## src/rtl/riscv_pkg.sv

```systemverilog
// Shared integer-pipeline definitions: datapath sizes, register address type
// and the load funct3 encodings used by the writeback stage.
package riscv_pkg;

  localparam int XLEN     = 64;
  localparam int NUM_REGS = 32;
  localparam int CNT_W    = 2;

  typedef logic [4:0] reg_addr_t;

  typedef enum logic [2:0] {
    LD_B  = 3'b000,
    LD_H  = 3'b001,
    LD_W  = 3'b010,
    LD_D  = 3'b011,
    LD_BU = 3'b100,
    LD_HU = 3'b101,
    LD_WU = 3'b110
  } ld_funct3_e;

endpackage

```

## src/rtl/regfile_writeback_if.sv

```systemverilog
// Bundle of the issue, ALU-result, load-result and register-file write-port
// signals seen by the writeback stage. The slave side is the writeback block.
interface regfile_writeback_if;
  import riscv_pkg::*;

  // issue / scoreboard
  logic                iss_valid_i;
  reg_addr_t           iss_rd_addr_i;
  logic                iss_ready_o;
  logic [NUM_REGS-1:0] pending_o;

  // ALU result channel
  logic                alu_valid_i;
  logic                alu_ready_o;
  reg_addr_t           alu_rd_addr_i;
  logic [XLEN-1:0]     alu_data_i;

  // load result channel
  logic                ld_valid_i;
  logic                ld_ready_o;
  reg_addr_t           ld_rd_addr_i;
  logic [2:0]          ld_funct3_i;
  logic [XLEN-1:0]     ld_data_i;

  // register file write port
  reg_addr_t           rd_addr_o;
  logic                wr_en_o;
  logic [XLEN-1:0]     rd_data_o;

  modport slave (
    input  iss_valid_i, iss_rd_addr_i,
    output iss_ready_o, pending_o,
    input  alu_valid_i, alu_rd_addr_i, alu_data_i,
    output alu_ready_o,
    input  ld_valid_i, ld_rd_addr_i, ld_funct3_i, ld_data_i,
    output ld_ready_o,
    output rd_addr_o, wr_en_o, rd_data_o
  );

  modport master (
    output iss_valid_i, iss_rd_addr_i,
    input  iss_ready_o, pending_o,
    output alu_valid_i, alu_rd_addr_i, alu_data_i,
    input  alu_ready_o,
    output ld_valid_i, ld_rd_addr_i, ld_funct3_i, ld_data_i,
    input  ld_ready_o,
    input  rd_addr_o, wr_en_o, rd_data_o
  );

endinterface

```

## src/rtl/wb_scoreboard.sv

```systemverilog
// Per-register outstanding-write counters. Issue increments, a committed
// register-file write decrements; decode stalls when a counter is saturated.
module wb_scoreboard
  import riscv_pkg::*;
(
  input  logic                clk,
  input  logic                rst_sync_n,
  input  logic                iss_valid_i,
  input  reg_addr_t           iss_rd_addr_i,
  input  logic                commit_en_i,
  input  reg_addr_t           commit_addr_i,
  output logic                iss_ready_o,
  output logic [NUM_REGS-1:0] pending_o
);

  localparam logic [CNT_W-1:0] CNT_MAX = '1;
  localparam logic [CNT_W-1:0] CNT_ONE = CNT_W'(1);

  logic [NUM_REGS-1:0] full_vec;
  logic                iss_fire;

  // x0 is never tracked
  assign full_vec[0]  = 1'b0;
  assign pending_o[0] = 1'b0;

  assign iss_fire = iss_valid_i && iss_ready_o;

  for (genvar gi = 1; gi < NUM_REGS; gi++) begin : g_cnt
    logic [CNT_W-1:0] cnt_q;
    logic [CNT_W-1:0] cnt_d;
    logic             inc;
    logic             dec;

    assign inc = iss_fire && (iss_rd_addr_i == reg_addr_t'(gi));
    assign dec = commit_en_i && (commit_addr_i == reg_addr_t'(gi));

    // next count: issue and commit in the same cycle cancel; never underflow
    always_comb begin
      cnt_d = cnt_q;
      if (inc && !dec) begin
        cnt_d = cnt_q + CNT_ONE;
      end else if (dec && !inc && (cnt_q != '0)) begin
        cnt_d = cnt_q - CNT_ONE;
      end
    end

    // counter register
    always_ff @(posedge clk) begin
      if (!rst_sync_n) begin
        cnt_q <= '0;
      end else begin
        cnt_q <= cnt_d;
      end
    end

    assign pending_o[gi] = (cnt_q != '0);
    assign full_vec[gi]  = (cnt_q == CNT_MAX);
  end

  // issue allowed unless the counter is saturated; a commit to the same
  // register this cycle frees a slot, so it is allowed then too
  always_comb begin
    iss_ready_o = 1'b0;
    if (rst_sync_n) begin
      iss_ready_o = (iss_rd_addr_i == '0) || !full_vec[iss_rd_addr_i] ||
                    (commit_en_i && (commit_addr_i == iss_rd_addr_i));
    end
  end

endmodule

```

## src/rtl/regfile_writeback.sv

```systemverilog
// Writeback stage: arbitrates load (high priority) against ALU results,
// extends load data, and registers one write per cycle into the register file.
module regfile_writeback
  import riscv_pkg::*;
(
  input  logic                 clk,
  input  logic                 rst_sync_n,
  regfile_writeback_if.slave   bus
);

  logic            wr_en_q,   wr_en_d;
  reg_addr_t       rd_addr_q, rd_addr_d;
  logic [XLEN-1:0] rd_data_q, rd_data_d;
  logic            ld_acc;
  logic            alu_acc;

  // Sign/zero extension of right-aligned load data; 111 behaves as LD.
  function automatic logic [XLEN-1:0] load_extend(input logic [2:0] f3,
                                                  input logic [XLEN-1:0] d);
    logic [XLEN-1:0] r;
    case (f3)
      LD_B:    r = {{(XLEN-8){d[7]}},   d[7:0]};
      LD_H:    r = {{(XLEN-16){d[15]}}, d[15:0]};
      LD_W:    r = {{(XLEN-32){d[31]}}, d[31:0]};
      LD_BU:   r = {{(XLEN-8){1'b0}},   d[7:0]};
      LD_HU:   r = {{(XLEN-16){1'b0}},  d[15:0]};
      LD_WU:   r = {{(XLEN-32){1'b0}},  d[31:0]};
      default: r = d;
    endcase
    return r;
  endfunction

  // load always wins; ALU is only ready when no load is presented
  assign bus.ld_ready_o  = rst_sync_n;
  assign bus.alu_ready_o = rst_sync_n && !bus.ld_valid_i;

  assign ld_acc  = bus.ld_valid_i  && bus.ld_ready_o;
  assign alu_acc = bus.alu_valid_i && bus.alu_ready_o;

  // select the accepted result; x0 results complete the handshake but never write
  always_comb begin
    wr_en_d   = 1'b0;
    rd_addr_d = rd_addr_q;
    rd_data_d = rd_data_q;
    if (ld_acc) begin
      if (bus.ld_rd_addr_i != '0) begin
        wr_en_d   = 1'b1;
        rd_addr_d = bus.ld_rd_addr_i;
        rd_data_d = load_extend(bus.ld_funct3_i, bus.ld_data_i);
      end
    end else if (alu_acc) begin
      if (bus.alu_rd_addr_i != '0) begin
        wr_en_d   = 1'b1;
        rd_addr_d = bus.alu_rd_addr_i;
        rd_data_d = bus.alu_data_i;
      end
    end
  end

  // registered write port
  always_ff @(posedge clk) begin
    if (!rst_sync_n) begin
      wr_en_q   <= 1'b0;
      rd_addr_q <= '0;
      rd_data_q <= '0;
    end else begin
      wr_en_q   <= wr_en_d;
      rd_addr_q <= rd_addr_d;
      rd_data_q <= rd_data_d;
    end
  end

  assign bus.wr_en_o   = wr_en_q;
  assign bus.rd_addr_o = rd_addr_q;
  assign bus.rd_data_o = rd_data_q;

  wb_scoreboard u_scoreboard (
    .clk           (clk),
    .rst_sync_n    (rst_sync_n),
    .iss_valid_i   (bus.iss_valid_i),
    .iss_rd_addr_i (bus.iss_rd_addr_i),
    .commit_en_i   (wr_en_q),
    .commit_addr_i (rd_addr_q),
    .iss_ready_o   (bus.iss_ready_o),
    .pending_o     (bus.pending_o)
  );

endmodule

```

## src/flat_wrapper.sv

```systemverilog
// flat-port wrapper written by rule: the top's interface ports become plain ports
module regfile_writeback_flat import riscv_pkg::*;
  (clk, rst_sync_n, bus_iss_valid_i, bus_iss_rd_addr_i, bus_iss_ready_o, bus_pending_o, bus_alu_valid_i, bus_alu_rd_addr_i, bus_alu_data_i, bus_alu_ready_o, bus_ld_valid_i, bus_ld_rd_addr_i, bus_ld_funct3_i, bus_ld_data_i, bus_ld_ready_o, bus_rd_addr_o, bus_wr_en_o, bus_rd_data_o);
  regfile_writeback_if bus_i ();
  input  logic clk;
  input  logic rst_sync_n;
  input wire logic [$bits(bus_i.iss_valid_i)-1:0] bus_iss_valid_i;
  input wire logic [$bits(bus_i.iss_rd_addr_i)-1:0] bus_iss_rd_addr_i;
  output wire logic [$bits(bus_i.iss_ready_o)-1:0] bus_iss_ready_o;
  output wire logic [$bits(bus_i.pending_o)-1:0] bus_pending_o;
  input wire logic [$bits(bus_i.alu_valid_i)-1:0] bus_alu_valid_i;
  input wire logic [$bits(bus_i.alu_rd_addr_i)-1:0] bus_alu_rd_addr_i;
  input wire logic [$bits(bus_i.alu_data_i)-1:0] bus_alu_data_i;
  output wire logic [$bits(bus_i.alu_ready_o)-1:0] bus_alu_ready_o;
  input wire logic [$bits(bus_i.ld_valid_i)-1:0] bus_ld_valid_i;
  input wire logic [$bits(bus_i.ld_rd_addr_i)-1:0] bus_ld_rd_addr_i;
  input wire logic [$bits(bus_i.ld_funct3_i)-1:0] bus_ld_funct3_i;
  input wire logic [$bits(bus_i.ld_data_i)-1:0] bus_ld_data_i;
  output wire logic [$bits(bus_i.ld_ready_o)-1:0] bus_ld_ready_o;
  output wire logic [$bits(bus_i.rd_addr_o)-1:0] bus_rd_addr_o;
  output wire logic [$bits(bus_i.wr_en_o)-1:0] bus_wr_en_o;
  output wire logic [$bits(bus_i.rd_data_o)-1:0] bus_rd_data_o;
  assign bus_i.iss_valid_i = bus_iss_valid_i;
  assign bus_i.iss_rd_addr_i = bus_iss_rd_addr_i;
  assign bus_iss_ready_o = bus_i.iss_ready_o;
  assign bus_pending_o = bus_i.pending_o;
  assign bus_i.alu_valid_i = bus_alu_valid_i;
  assign bus_i.alu_rd_addr_i = bus_alu_rd_addr_i;
  assign bus_i.alu_data_i = bus_alu_data_i;
  assign bus_alu_ready_o = bus_i.alu_ready_o;
  assign bus_i.ld_valid_i = bus_ld_valid_i;
  assign bus_i.ld_rd_addr_i = bus_ld_rd_addr_i;
  assign bus_i.ld_funct3_i = bus_ld_funct3_i;
  assign bus_i.ld_data_i = bus_ld_data_i;
  assign bus_ld_ready_o = bus_i.ld_ready_o;
  assign bus_rd_addr_o = bus_i.rd_addr_o;
  assign bus_wr_en_o = bus_i.wr_en_o;
  assign bus_rd_data_o = bus_i.rd_data_o;
  regfile_writeback u_core (.clk(clk), .rst_sync_n(rst_sync_n), .bus(bus_i));
endmodule
```

## config.mk

```make
export PLATFORM = sky130hd
export DESIGN_NAME = regfile_writeback_flat
export DESIGN_NICKNAME = d
export VERILOG_FILES = /design/src/rtl/riscv_pkg.sv /design/src/rtl/regfile_writeback_if.sv /design/src/rtl/wb_scoreboard.sv /design/src/rtl/regfile_writeback.sv /design/src/flat_wrapper.sv
export SDC_FILE = /design/constraint.sdc
export NUM_CORES = 1
export LEC_CHECK = 0
export ABC_AREA = 0
export CAP_MARGIN = 20
export CELL_PAD_IN_SITES_DETAIL_PLACEMENT = 2
export CELL_PAD_IN_SITES_GLOBAL_PLACEMENT = 2
export CORE_UTILIZATION = 27
export CTS_BUF_LIST = sky130_fd_sc_hd__clkbuf_8 sky130_fd_sc_hd__clkbuf_16
export DETAILED_ROUTE_END_ITERATION = 12
export GPL_TIMING_DRIVEN = 0
export PLACE_DENSITY = 0.91
export SLEW_MARGIN = 20
export SYNTH_ARGS = -nofsm -noshare
export SYNTH_HDL_FRONTEND = slang
export SYNTH_SLANG_ARGS = --single-unit
```

## constraint.sdc

```tcl
create_clock -name clk -period 6.2 [get_ports clk]
set_input_delay 1.24 -clock clk [delete_from_list [all_inputs] [get_ports clk]]
set_output_delay 1.24 -clock clk [all_outputs]
set_load 0.01 [all_outputs]
```

==> summary.txt <==
Outcome
  – Run status: completed

Min path
  – HP Class: register to register

Clocking
  – Clock buffer depth: 2
  – Clk_lat worst skew: 0.43 ns
  – CTS clk-pin slew, worst paths: 0.07 ns
  – Hold-fix buffers, CTS: 0
  – CTS root buffer: clkbuf_16
  – TritonCTS Buffers: 17
  – Post-cts sizing count: 0
  – Post-CTS Setup Inserts: 0
  – CTS tree: yes
  – H-tree Lvls: 4
  – Clock sink total: 132

Finish
  – Inserted Diodes: 0
  – Final std cells w/o fill: 1,624
  – P&R area growth vs syn: 47.13%
  – Layout cell share with drive strength beyond 1: 7.015%
  – Post-layout nets: roughly 1.4k
  – Layout fillers: 3,032

Die
  – Die area: 28,090 sq um
  – IO Pins: roughly 260
  – Initial Util: 27.47%
  – Floorplan row count: 60
  – Horiz. Die Dim: 167.6 microns
  – Core Box Area: 26,950 sq um
  – Die Ht: roughly 170 microns

Setup path
  – CP cell instances: clkdlybuf4s50_1 > buf_2 > nand2_1 > nor4_1 > a211o_1 > nor4_4 > buf_6 > nor3_1 > clkdlybuf4s50_1
  – Crit-path most repeated cell: clkdlybuf4s50_1
  – Crit Path Class: input pin to output port
  – Critical Path Start Type: input pin
  – Req. time, crit path: 4.96 ns
  – Crit-path max FO: 10
  – Slowest stage delay, CP: ~0.60 ns
  – Slowest-stage cell, CP: clkdlybuf4s50_1
  – Critical path endpoint category: output port
  – CP Data Arrival Time: 4.10 ns

Drt
  – Remaining DRCs: 0
  – Final WL: between 30 and 40 mm
  – Vias: between 8k and 9k
  – ANT nets after route: 0
  – DRT iter0 DRCs: 345
  – DR pass1 iterations: 5
  – Mean number of vias per cell: 5.480
  – DR WL/cell: between 20 and 25 microns

Synthesis
  – Synth cell types: 59
  – Count of flip-flops with a built-in enable after synthesis: 0
  – Synth Instances: 1,002
  – Sequential area share after synthesis: 35.69%
  – Warnings, synthesis: 0
  – Async set-reset flop share out of synthesis: 0%
  – Synth Net Count: 1,153
  – Register bit total from synthesis: roughly 130
  – Synthesized cell area: 7405 sq um
  – Avg Synthesized Cell Area: between 7 and 8 sq um
  – Top FF cell, synth: dfxtp_1

Placed design
  – Placed Cells incl. Taps: 1,592
  – GP Congestion: between 0.8 and 0.9
  – Number of I/O port buffers: around 250
  – Post-DP HPWL: 28.29 mm

Timing
  – Worst Skew: 0.01005 ns
  – Worst slew pin tran: 0.9799 ns
  – Rel. slew slack: 34.11%
  – RSZ-0062 raised after global routing: false
  – Tmin final: 5.343 ns
  – Setup violators final: 0
  – Setup TNS: 0 ns
  – Slew Limit Fails: 0
  – Fmax: 187.2 MHz
  – Final critical-path share of the clock period: 86.17%
  – Hold Fails Final Rpt: 0

Power and ir drop
  – Leak: 3.858 nW
  – NetSw: about 0.72 mW
  – Peak VDD IR: 0.0001711 V
  – Power share of the clock group: 43.0%
  – Sw Share: 30.40%
  – Internal power: 1.653 mW
  – Sequential power share: a little under two fifths
  – Logic pwr share: 19.0%
  – Pwr per Cell Area: 218.0 nW/um^2

Global routing
  – Vias in the first global route: about 10k
  – Grt total ovfl: 0
  – Overall fraction of global-route tracks in use: 25.68%
  – Largest net degree at the start of global routing: 17
  – Wire length of the first global-routing pass: 55.69 mm
  – Antenna violations before repair: 1

Job
  – Maximum capacitance violations: 0
## Yosys cell counts, types with 2 or more instances
master,count,area [sq um]
a211oi_1,29,217.7
nor4_1,7,43.79
a211o_1,34,297.8
a31oi_1,4,25.02
buf_1,9,33.78
nand3b_1,4,30.03
and2_1,5,31.28
mux4_2,2,45.04
nor2b_1,7,43.79
nor3_1,51,255.2
xor2_1,6,52.55
nor2_1,119,446.7
o31ai_1,4,30.03
a221oi_2,2,30.03
o21ai_0,47,235.2
buf_4,4,30.03
nand2_1,114,427.9
and3_1,18,112.6
a311oi_1,14,122.6
buf_2,8,40.04
xnor2_1,3,26.28
o21a_1,28,210.2
dfxtp_1,132,2643
o211ai_1,15,112.6
or2_2,32,200.2
a21oi_1,148,740.7
a21boi_0,2,15.01
clkbuf_1,52,195.2
nand2b_1,27,168.9
nor3_2,2,20.02
or4_1,2,15.01
o21bai_1,2,15.01
buf_6,3,33.78
nand4_1,2,12.51
a221oi_1,2,17.52
inv_1,5,18.77
o311a_1,5,50.05
o2111ai_1,2,17.52
nand3_1,30,150.1
## power groups by stage
stage	clock network [mW]	registers, mW	logic, mW
floorplan	0	0.931	0.180
global placement	0	0.921	0.432
detailed placement	0	0.923	0.447
CTS	1.04	0.904	0.452
global route	1.07	0.907	0.482
finish	1.02	0.904	0.451
## worst paths after layout
| check | end | cells past startpoint | start | slack (ns) |
|---|---|---|---|---|
| max | bus_iss_ready_o | 9 | bus_iss_rd_addr_i[3] | 0.86 |
| min | u_core.bus.rd_data_o[35] | 2 | u_core.bus.rd_data_o[35] | 0.46 |
| max reg2reg | u_core.u_scoreboard.g_cnt[1].cnt_q[0] | 9 | u_core.bus.rd_addr_o[3] | 3.36 |
| min reg2reg | u_core.bus.rd_data_o[35] | 2 | u_core.bus.rd_data_o[35] | 0.46 |
## per-stage QoR
stage	utilization [%]	total power [mW]	cell area [sq um]	setup slack, ns	hold slack (ns)
CTS	40.42	2.392	10890	0.8969	0.4647
global route	40.42	2.459	10890	0.7368	0.4882
global placement	38.31	1.352	10320	0.9291	0.4422
floorplan	-	1.112	7405	2.244	0.4653
detailed placement	38.31	1.369	10320	0.9060	0.4519
finish	40.42	2.375	10890	0.8575	0.4589
## flip-flops by register name, summed over array words and instances (netlist names)
signal and count:
u_core.bus.rd_data_o 64, u_core.bus.rd_addr_o 5, u_core.bus.wr_en_o 1, u_core.u_scoreboard.g_cnt.cnt_q 62
## layer usage
| layer | global-route usage, % | up-vias | wire length, microns |
|---|---|---|---|
| li1 | - | 4143 | - |
| met1 | 26.94 | 4409 | 13780 |
| met2 | 46.67 | 278 | 18270 |
| met3 | 8.958 | 68 | 2717 |
| met4 | 10.17 | 2 | 1142 |
| met5 | 0 | - | 13 |
## cells in the final DEF, fill, tap and decap left out, types with 5 or more instances in the layout
| cell type | netlist | final |
|---|---|---|
| nand3_1 | 30 | 30 |
| nor2b_1 | 7 | 7 |
| o211ai_1 | 15 | 15 |
| dfxtp_1 | 132 | 132 |
| a21oi_1 | 148 | 148 |
| or2_2 | 32 | 32 |
| a211o_1 | 34 | 34 |
| nor3_1 | 51 | 51 |
| o21ai_0 | 47 | 47 |
| nand2b_1 | 27 | 27 |
| and3_1 | 18 | 18 |
| o311a_1 | 5 | 5 |
| buf_2 | 8 | 8 |
| clkbuf_16 | 0 | 17 |
| a211oi_1 | 29 | 29 |
| xor2_1 | 6 | 6 |
| nor4_1 | 7 | 7 |
| nand2_1 | 114 | 114 |
| buf_1 | 9 | 9 |
| o21a_1 | 28 | 28 |
| clkbuf_1 | 52 | 52 |
| clkdlybuf4s50_1 | 0 | 249 |
| inv_1 | 5 | 6 |
| nor2_1 | 119 | 119 |
| inv_6 | 0 | 6 |
| a311oi_1 | 14 | 14 |
| and2_1 | 5 | 5 |
## critical path, delay by kind of cell
kind,cells,cell delay (ns)
AO/OA/AOI/OAI,1,0.29
buffers and inverters,4,1.66
AND/OR/NAND/NOR,4,0.91
## cell type report
cell class                      count  area [sq um]  area share, %
Sequential cell                   132          2643          24.26
Multi-Input combinational cell    788          4407          40.45
Tap cell                          341         426.7          3.916
Clock buffer                       17         425.4          3.905
Timing Repair Buffer              249          2492          22.88
Inverter                            6         22.52         0.2067
Buffer                             76         332.8          3.055
Clock inverter                     15         145.1          1.332
## kinds of logic (layout without fill, tap and decap cells)
logic type,count (synthesis),after routing,share of synthesized area (%)
and+or+nand+nor,428,428,27.64
other,1,1,0.05064
xor gates and xnor gates,9,9,1.065
DFF,132,132,35.69
muxes,3,3,0.7435
AOI/OAI and AO/OA,347,347,30.01
buffers and inverters,82,363,4.799
Power figures use the tool's default switching activity.
==> RTL edit, RTL diff (same settings) <==
The package constant `CNT_W` goes from 2 to 4.
--- a/src/rtl/riscv_pkg.sv
+++ b/src/rtl/riscv_pkg.sv
@@ -6,3 +6,3 @@
   localparam int NUM_REGS = 32;
-  localparam int CNT_W    = 2;
+  localparam int CNT_W    = 4;
 
Behaviour: not the same (a bounded check fails within 4 cycles, from zero or initial values and one cycle with rst_sync_n low).
==> RTL edit against the original RTL <==
- sequential cell count up 62
- synthesized cell count up 57%
- routed wire length up 68%
- clock skew up 0.0048 ns
- via count up 53%
- largest cell class unchanged
- area after synthesis up 81%
- first-iteration DRC count up 76%
- sequential power up 46%
- cell area up 59%
- total power up 31%
- worst setup slack worse by 0.65 ns
- cell count up 55%
- combinational power up 32%
==> RTL edit: results (changes against the original RTL) <==
[placed_design]
dp_hpwl_um=47400  ; +68%
io_buffers=251  ; +0.80%
placed_area_um2=16800  ; +62%

[finish]
signal_buffers=347  ; +6.8%
drive_gt1_frac=0.0593  ; -0.0108
nClkBuffers=19  ; +2
syn_to_final_growth_pct=29.7
n_antenna_cell=4  ; +4
multi_input_area_share=0.520  ; +0.115
nFillCells=5498  ; +81%
nets=2085  ; +47%

[global_routing]
grt_max_degree=18  ; +1
antenna_found_initial=7  ; +6
grt_usage=0.240  ; -0.0165
grt_pass1_wl_um=91700  ; +65%

[synth]
yosysUniqueCellTypes=85  ; +44%
syn_area_per_cell_um2=8.53  ; +15%
synth.most_common_cell=nand2_1
ys_ff_latch=194  ; +47%
syn-num-nets=1814  ; +57%
synth-seq-area-share=0.290  ; -0.0669

[drt]
drt_iter0_drc=606  ; +76%
routedWlPerCell_um=24.0  ; +8.4%
vias=13600  ; +53%

[power]
pg_seq_mw=1.32  ; +46%
p_leak_nw=7.29  ; +89%
p_sw_mw=0.956  ; +32%
ir_worst_vdd_uv=158  ; -7.6%

[setup_path]
reg2reg_from=u_core.u_scoreboard.g_cnt[27].cnt_q[0]
r2r.worst_path.cells=16  ; +7

[timing]
fin_skew_ns=0.0149  ; +0.00480 ns
worst_pin_slew_ns=1.14  ; +0.163 ns

[cts]
clock_latency_ns=0.51  ; +0.08 ns

[run_status]
status=finished clean

[RTL edit: routing by layer]
metal  GRT usage  share of wire  vias up
li1            -              -     6188
met1       0.263           0.40     6910
met2       0.433           0.50      412
met3      0.0537          0.056      131
met4       0.122          0.039        6
met5           0        0.00068        -
[RTL edit: stage by stage]
step,setup WS [ns],power [mW]
after floorplan,1.91,1.60
after global placement,0.354,1.90
after detailed placement,0.256,1.93
after CTS,0.228,3.14
after global routing,0.132,3.23
final,0.206,3.12
[RTL edit: cell families after synthesis]
logic type | share of synthesized area
and+or+nand+nor | 0.242
AOI/OAI and AO/OA | 0.201
DFF | 0.290
buffers and inverters | 0.0371
muxes | 0.0812
adders and majority gates | 0.104
xor gates and xnor gates | 0.0445
other | 0.000280
[RTL edit: worst max-delay path, cell delays in order]
cell and delay, ns:
clkdlybuf4s50_1 0.51, buf_6 0.20, mux4_2 0.57, o2bb2ai_2 0.22, nor4_4 0.56, buf_4 0.33, buf_4 0.25, nand2_1 0.10
o211a_1 0.25, clkdlybuf4s50_1 0.50
